--- src/rtl/oka_seq_gf2_mult.sv ---
// Sequential overlap-free Karatsuba carry-less multiplier: one H-bit clmul core reused
// for z0, z2, z1 over three cycles, then recombined and optionally reduced mod x^W+POLY.
module oka_seq_gf2_mult #(
  parameter int              WIDTH = 16,
  parameter logic [WIDTH-1:0] POLY = 16'h100B
) (
  input  logic               clk,
  input  logic               rst_n,
  input  logic               in_valid,
  output logic               in_ready,
  input  logic [WIDTH-1:0]   in_a,
  input  logic [WIDTH-1:0]   in_b,
  input  logic               in_reduce,
  output logic               out_valid,
  input  logic               out_ready,
  output logic [2*WIDTH-2:0] out_y,
  output logic               out_reduced,
  output logic               busy
);

  // state | meaning
  // IDLE  | waiting for operands
  // Z0    | core computes al*bl
  // Z2    | core computes ah*bh
  // Z1    | core computes (al^ah)*(bl^bh); recombine on exit
  // RED   | fold product modulo x^WIDTH + POLY
  // OUT   | result presented until out_ready

  localparam int H = WIDTH / 2;
  localparam int Z = WIDTH - 1;
  localparam int Y = 2 * WIDTH - 1;

  if ((WIDTH % 2) != 0 || WIDTH < 4) begin : g_bad_width
    $error("oka_seq_gf2_mult: WIDTH must be even and >= 4");
  end

  typedef enum logic [2:0] {S_IDLE, S_Z0, S_Z2, S_Z1, S_RED, S_OUT} state_t;

  state_t         state, state_nxt;
  logic [H-1:0]   al, ah, bl, bh;
  logic           red_q;
  logic [Z-1:0]   z0, z2, core_y;
  logic [H-1:0]   op_a, op_b;
  logic           accept;
  logic [Y-1:0]   recomb, reduced;

  function automatic logic [Z-1:0] clmul(input logic [H-1:0] a, input logic [H-1:0] b);
    logic [Z-1:0] r;
    r = '0;
    for (int i = 0; i < H; i++) begin
      if (b[i]) r = r ^ ({{(Z-H){1'b0}}, a} << i);
    end
    return r;
  endfunction

  function automatic logic [Y-1:0] poly_mod(input logic [Y-1:0] v);
    logic [Y-1:0] r;
    r = v;
    for (int i = Y - 1; i >= WIDTH; i--) begin
      if (r[i]) r = r ^ ({{(Y-WIDTH-1){1'b0}}, 1'b1, POLY} << (i - WIDTH));
    end
    return r;
  endfunction

  always_comb begin
    state_nxt = state;
    in_ready  = rst_n & ((state == S_IDLE) | ((state == S_OUT) & out_ready));
    out_valid = (state == S_OUT);
    busy      = (state != S_IDLE);
    accept    = in_valid & in_ready;
    op_a      = al;
    op_b      = bl;
    case (state)
      S_IDLE: if (accept) state_nxt = S_Z0;
      S_Z0:   state_nxt = S_Z2;
      S_Z2: begin
        op_a      = ah;
        op_b      = bh;
        state_nxt = S_Z1;
      end
      S_Z1: begin
        op_a      = al ^ ah;
        op_b      = bl ^ bh;
        state_nxt = red_q ? S_RED : S_OUT;
      end
      S_RED:  state_nxt = S_OUT;
      S_OUT: begin
        if (out_ready) state_nxt = in_valid ? S_Z0 : S_IDLE;
      end
      default: state_nxt = S_IDLE;
    endcase
  end

  assign core_y = clmul(op_a, op_b);

  // During Z1 the core output is z1; the middle term z0^z1^z2 lands at offset H.
  assign recomb = {{(Y-Z){1'b0}}, z0}
                ^ ({{(Y-Z){1'b0}}, z0 ^ z2 ^ core_y} << H)
                ^ ({{(Y-Z){1'b0}}, z2} << WIDTH);
  assign reduced = poly_mod(out_y);

  always_ff @(posedge clk or negedge rst_n) begin
    if (!rst_n) begin
      state       <= S_IDLE;
      al          <= '0;
      ah          <= '0;
      bl          <= '0;
      bh          <= '0;
      red_q       <= 1'b0;
      z0          <= '0;
      z2          <= '0;
      out_y       <= '0;
      out_reduced <= 1'b0;
    end else begin
      state <= state_nxt;
      if (accept) begin
        al    <= in_a[H-1:0];
        ah    <= in_a[WIDTH-1:H];
        bl    <= in_b[H-1:0];
        bh    <= in_b[WIDTH-1:H];
        red_q <= in_reduce;
      end
      case (state)
        S_Z0: z0 <= core_y;
        S_Z2: z2 <= core_y;
        S_Z1: begin
          out_y       <= recomb;
          out_reduced <= red_q;
        end
        S_RED: out_y <= reduced;
        default: ;
      endcase
    end
  end

endmodule
--- config.mk ---
export PLATFORM = sky130hd
export DESIGN_NAME = oka_seq_gf2_mult
export DESIGN_NICKNAME = d
export VERILOG_FILES = /design/src/rtl/oka_seq_gf2_mult.sv
export SDC_FILE = /design/constraint.sdc
export NUM_CORES = 1
export LEC_CHECK = 0
export CORE_MARGIN = 1.5
export CORE_UTILIZATION = 50
export CTS_BUF_LIST = sky130_fd_sc_hd__clkbuf_4 sky130_fd_sc_hd__clkbuf_8
export CTS_CLUSTER_SIZE = 14
export DETAILED_ROUTE_END_ITERATION = 10
export PLACE_DENSITY_LB_ADDON = 0.12
export SYNTH_ARGS = -nofsm -noshare
export SYNTH_HDL_FRONTEND = slang
export SYNTH_SLANG_ARGS = --single-unit
--- constraint.sdc ---
create_clock -name clk -period 7.1 [get_ports clk]
set_input_delay 1.42 -clock clk [delete_from_list [all_inputs] [get_ports clk]]
set_output_delay 1.42 -clock clk [all_outputs]
set_load 0.01 [all_outputs]
# Word level (Yosys, flattened, before mapping)
# Index checks and enable logic that the tools add are counted.
dict set report word_totals {
  elab_cells 84
  regBits 98
  input_bits 37
}
dict set report classes {
  eq_ne 7
  bitwise_logic 32
  mux 31
  reduce_logical 4
}
# op n
set op_table {}
lappend op_table {{$mux W15} 7}
lappend op_table {{$not A5 Y5} 15}
lappend op_table {{$pmux W31 S2} 1}
lappend op_table {{$xor A15 B15 Y15} 3}
lappend op_table {{$pmux W8 S2} 2}
lappend op_table {{$mux W31} 1}
lappend op_table {{$xor A23 B31 Y31} 1}
lappend op_table {{$mux W30} 1}
lappend op_table {{$mux W29} 1}
lappend op_table {{$mux W28} 1}
lappend op_table {{$mux W27} 1}
lappend op_table {{$mux W26} 1}
lappend op_table {{$mux W25} 1}
lappend op_table {{$mux W24} 1}
lappend op_table {{$mux W23} 1}
lappend op_table {{$xor A15 B23 Y23} 1}
lappend op_table {{$mux W22} 1}
lappend op_table {{$mux W21} 1}
lappend op_table {{$mux W20} 1}
lappend op_table {{$mux W19} 1}
lappend op_table {{$mux W18} 1}
lappend op_table {{$pmux W3 S6} 1}
lappend op_table {{$mux W17} 1}
lappend op_table {{$xor A8 B8 Y8} 2}
lappend op_table {{other kinds (20)} 26}

# Logic depth before layout (Yosys ltp)
dict set report logic_depth {
  depth_word 31
  mapped_depth 11
  ltp_nobuf 8
}

# Least setup slack after synthesis
# OpenSTA, ideal clock, no wires.
dict set report synth_path {
  kind {input -> output}
  startpoint {input port out_ready}
  endpoint {output port in_ready}
  path_stages 3
  arrival_time_ns 1.767
  n_path_buf 0
  setup_slack_ns 3.913
  path_cell_list {nand3_1 -> o21ai_0 -> and3b_1}
}
dict set report synth_via {
  elab_chain_cells 3
}
# item line
set synth_lines {}
lappend synth_lines {{start: declaration} 15} ;# input logic out_ready,
lappend synth_lines {{$and A1 B1 Y1} 67} ;# in_ready = rst_n & ((state == S_IDLE) | ((state == S_OUT) & out_ready));
lappend synth_lines {{$or A1 B1 Y1} 67}
lappend synth_lines {{$and A1 B1 Y1} 67}
lappend synth_lines {{end: declaration} 10} ;# output logic in_ready,
# No other way between the ends.

# Final worst setup path
# Same ends and word-level chain as after synthesis.

==> flow_summary_export.csv <==
group,metric,value,unit
global_route,grt_usage,21.9,%
timing,drv_slew,0,
timing,skew,0.00996,ns
critical_path,worst_r2r_endpoint,"out_y[13]",
timing,hold_ws,0.490,ns
placed_design,post-place-ws,2.80,ns
placed_design,dpl.hpwl,9570,µm
floorplan,io_pins,72,
clock_tree,cts_setup_buffers,0,
hold_path,hp-start,"out_reduced",
critical_path,crit_arrival,2.89,ns
clock_tree,cts.sink_count,98,
layout,layout_common_cells,"105 x nand2_1, 98 x dfrtp_1, 90 x xnor2_1",
global_route,grt_max_degree,60,
layout,synthToLayoutAreaGrowth,17.0,%
clock_tree,cts_hold_buf,0,
global_route,grt_pass1_wl,22000,µm
global_route,antenna_found_initial,0,
critical_path,critPathLaunchType,"input port",
routing,vias_per_cell,5.46,
critical_path,cp_data_required_time,5.68,ns
synth,seq_area_frac_synth,41.8,%
hold_path,hold_end,"out_reduced",
clock_tree,clk_latency,0.37,ns
clock_tree,cts-root-buf,"clkbuf_8",
timing,hold_viol,0,
critical_path,r2r_cells,6,
synth,synth_top_family_by_area,"XOR/XNOR gates",
timing,fin_tns_setup,0,ns
floorplan,die_height,111,µm
timing,post-route-period-util,60.6,%
synth,synth-xor-area-share,20.9,%
timing,rsz0062_at_grt,"no",
synth,synthSimpleGateAreaFrac,11.6,%
global_route,grt_overflow_total,0,
clock_tree,ctsResizeCount,0,
timing,worst_slack,2.79,ns
global_route,grt_pass1_vias,4475,
critical_path,rrSetupSlack,3.72,ns
synth,synthCells,608,
clock_tree,cts_buffer_depth,2,
timing,worst_pin_slew,1.22,ns
routing,drt-initial-drc-count,188,
clock_tree,cts_buffers,9,
synth,avgSynthCellArea,9.65,µm²
layout,final_common_cell,"nand2_1",
floorplan,die_x,111,µm
synth,ys_types,43,
floorplan,die-area,12400,µm²
synth,synth-edff-count,0,
hold_path,hp-class,"reg2reg",
synth,synth_top_area_share,41.8,%
layout,layout.nets,700,
synth,synth_warnings,0,
critical_path,end_kind,"primary output",
placed_design,gp_congestion,0.839,
clock_tree,cts_tree,"built",
synth,synth_top_area_cell,"dfrtp_1",
critical_path,crit_fanout,3,
placed_design,port_buffers,71,
synth,synthMuxAreaShare,6.34,%
floorplan,placementRows,39,
routing,dr.pass1.iters,6,
critical_path,critical_path_class,"in2out",
routing,postRouteAntennaNets,0,
synth,synth_ff_type,"dfrtp_1",
synth,synth_compound_gate_area_share,16.3,%
synth,synth_fa_ha_area_share,0,%
timing,fmax,232,MHz
synth,synth_nets,645,
synth,async_reset_ff_share,100,%
critical_path,r2r-start,"state[0]",
timing,setup_viol,0,
clock_tree,clkTransAtPathRegs,0.09,ns
timing,maxSlewHeadroom,18.2,%
routing,drc,0,
floorplan,start_util,51.4,%
synth,syn_area,5860,µm²
run_status,status,"complete, no violations",
timing,layout_min_cycle_time,4.31,ns
layout,antennaDiodeCount,0,
routing,detail_route.wl_per_cell,15.9,µm
synth,yosys-top-cells-area,"dfrtp_1 42%, xnor2_1 13%, nand2_1 6.7%",
routing,via_count,4427,
hold_path,hold_depth,2,
run,drv_cap,0,
synth,ys_seq_elements,98,
floorplan,core_area,11400,µm²
routing,wirelength,12900,µm
clock_tree,htree_levels,3,
layout,drive_above_1_share,10.3,%
critical path, stage by stage:
cell and delay (ns):
clkdlybuf4s50_1 0.50, nand3_1 0.08, o21ai_0 0.11, and3b_1 0.22, clkdlybuf4s50_1 0.55
cells by family after synthesis:
kind of cell,Yosys count
compound gates,155
flops,98
buf+inv,33
mux,33
xor+xnor,129
simple gates,160
state kept, by name (all words and copies together) (netlist names):
| signal | flops |
|---|---|
| bh | 8 |
| out_reduced | 1 |
| red_q | 1 |
| z0 | 15 |
| z2 | 15 |
| al | 8 |
| bl | 8 |
| state | 3 |
| out_y | 31 |
| ah | 8 |
through the flow:
step	utilization [%]	area, µm²	cells
2_1_floorplan	-	5860	608
5_1_grt	60.1	6860	811
3_3_place_gp	57.9	6610	795
3_5_place_dp	57.9	6610	795
6_report	60.1	6860	811
4_1_cts	60.1	6860	811
cell usage after synthesis, types with 2 or more instances:
cell type / number
clkbuf_1: 20
a21oi_2: 10
buf_6: 4
a211oi_1: 4
and3b_1: 2
a21o_1: 9
o21ai_0: 62
dfrtp_1: 98
or2_2: 2
xnor2_1: 90
nand2_1: 105
xnor3_1: 7
a21oi_1: 36
nand3_1: 20
o211ai_1: 3
o211a_1: 5
inv_1: 3
o22ai_1: 6
buf_2: 5
mux2_2: 33
xor2_1: 32
nand2b_1: 2
a22oi_1: 2
nor2_1: 20
a31oi_1: 3
a22o_1: 8
layout make-up:
| cell class | instances | area [µm²] |
|---|---|---|
| fill | 1040 | 4560 |
| sequential | 98 | 2450 |
| multi-input combinational | 477 | 3240 |
| inverter | 3 | 11.3 |
| timing repair buffer | 74 | 731 |
| clock buffer | 10 | 138 |
| clock inverter | 6 | 113 |
| tap | 143 | 179 |
worst max path at each step:
stage,start,slack (ns),end
after floorplan,out_ready,3.91,in_ready
after global placement,out_ready,2.83,in_ready
after detailed placement,out_ready,2.80,in_ready
after CTS,out_ready,2.79,in_ready
after global routing,out_ready,2.73,in_ready
final,out_ready,2.79,in_ready
routing by layer:
| layer | wire length (µm) | part of all wire (%) | GRT usage [%] |
|---|---|---|---|
| met3 | 379 | 2.9 | 3.12 |
| met2 | 6390 | 50 | 37.3 |
| met1 | 5890 | 46 | 28.7 |
| met5 | 0 | 0 | 0 |
| met4 | 203 | 1.6 | 7.68 |
Power is not shown: default switching activity piles up to over one toggle a cycle in this logic, so the estimate is an artifact.
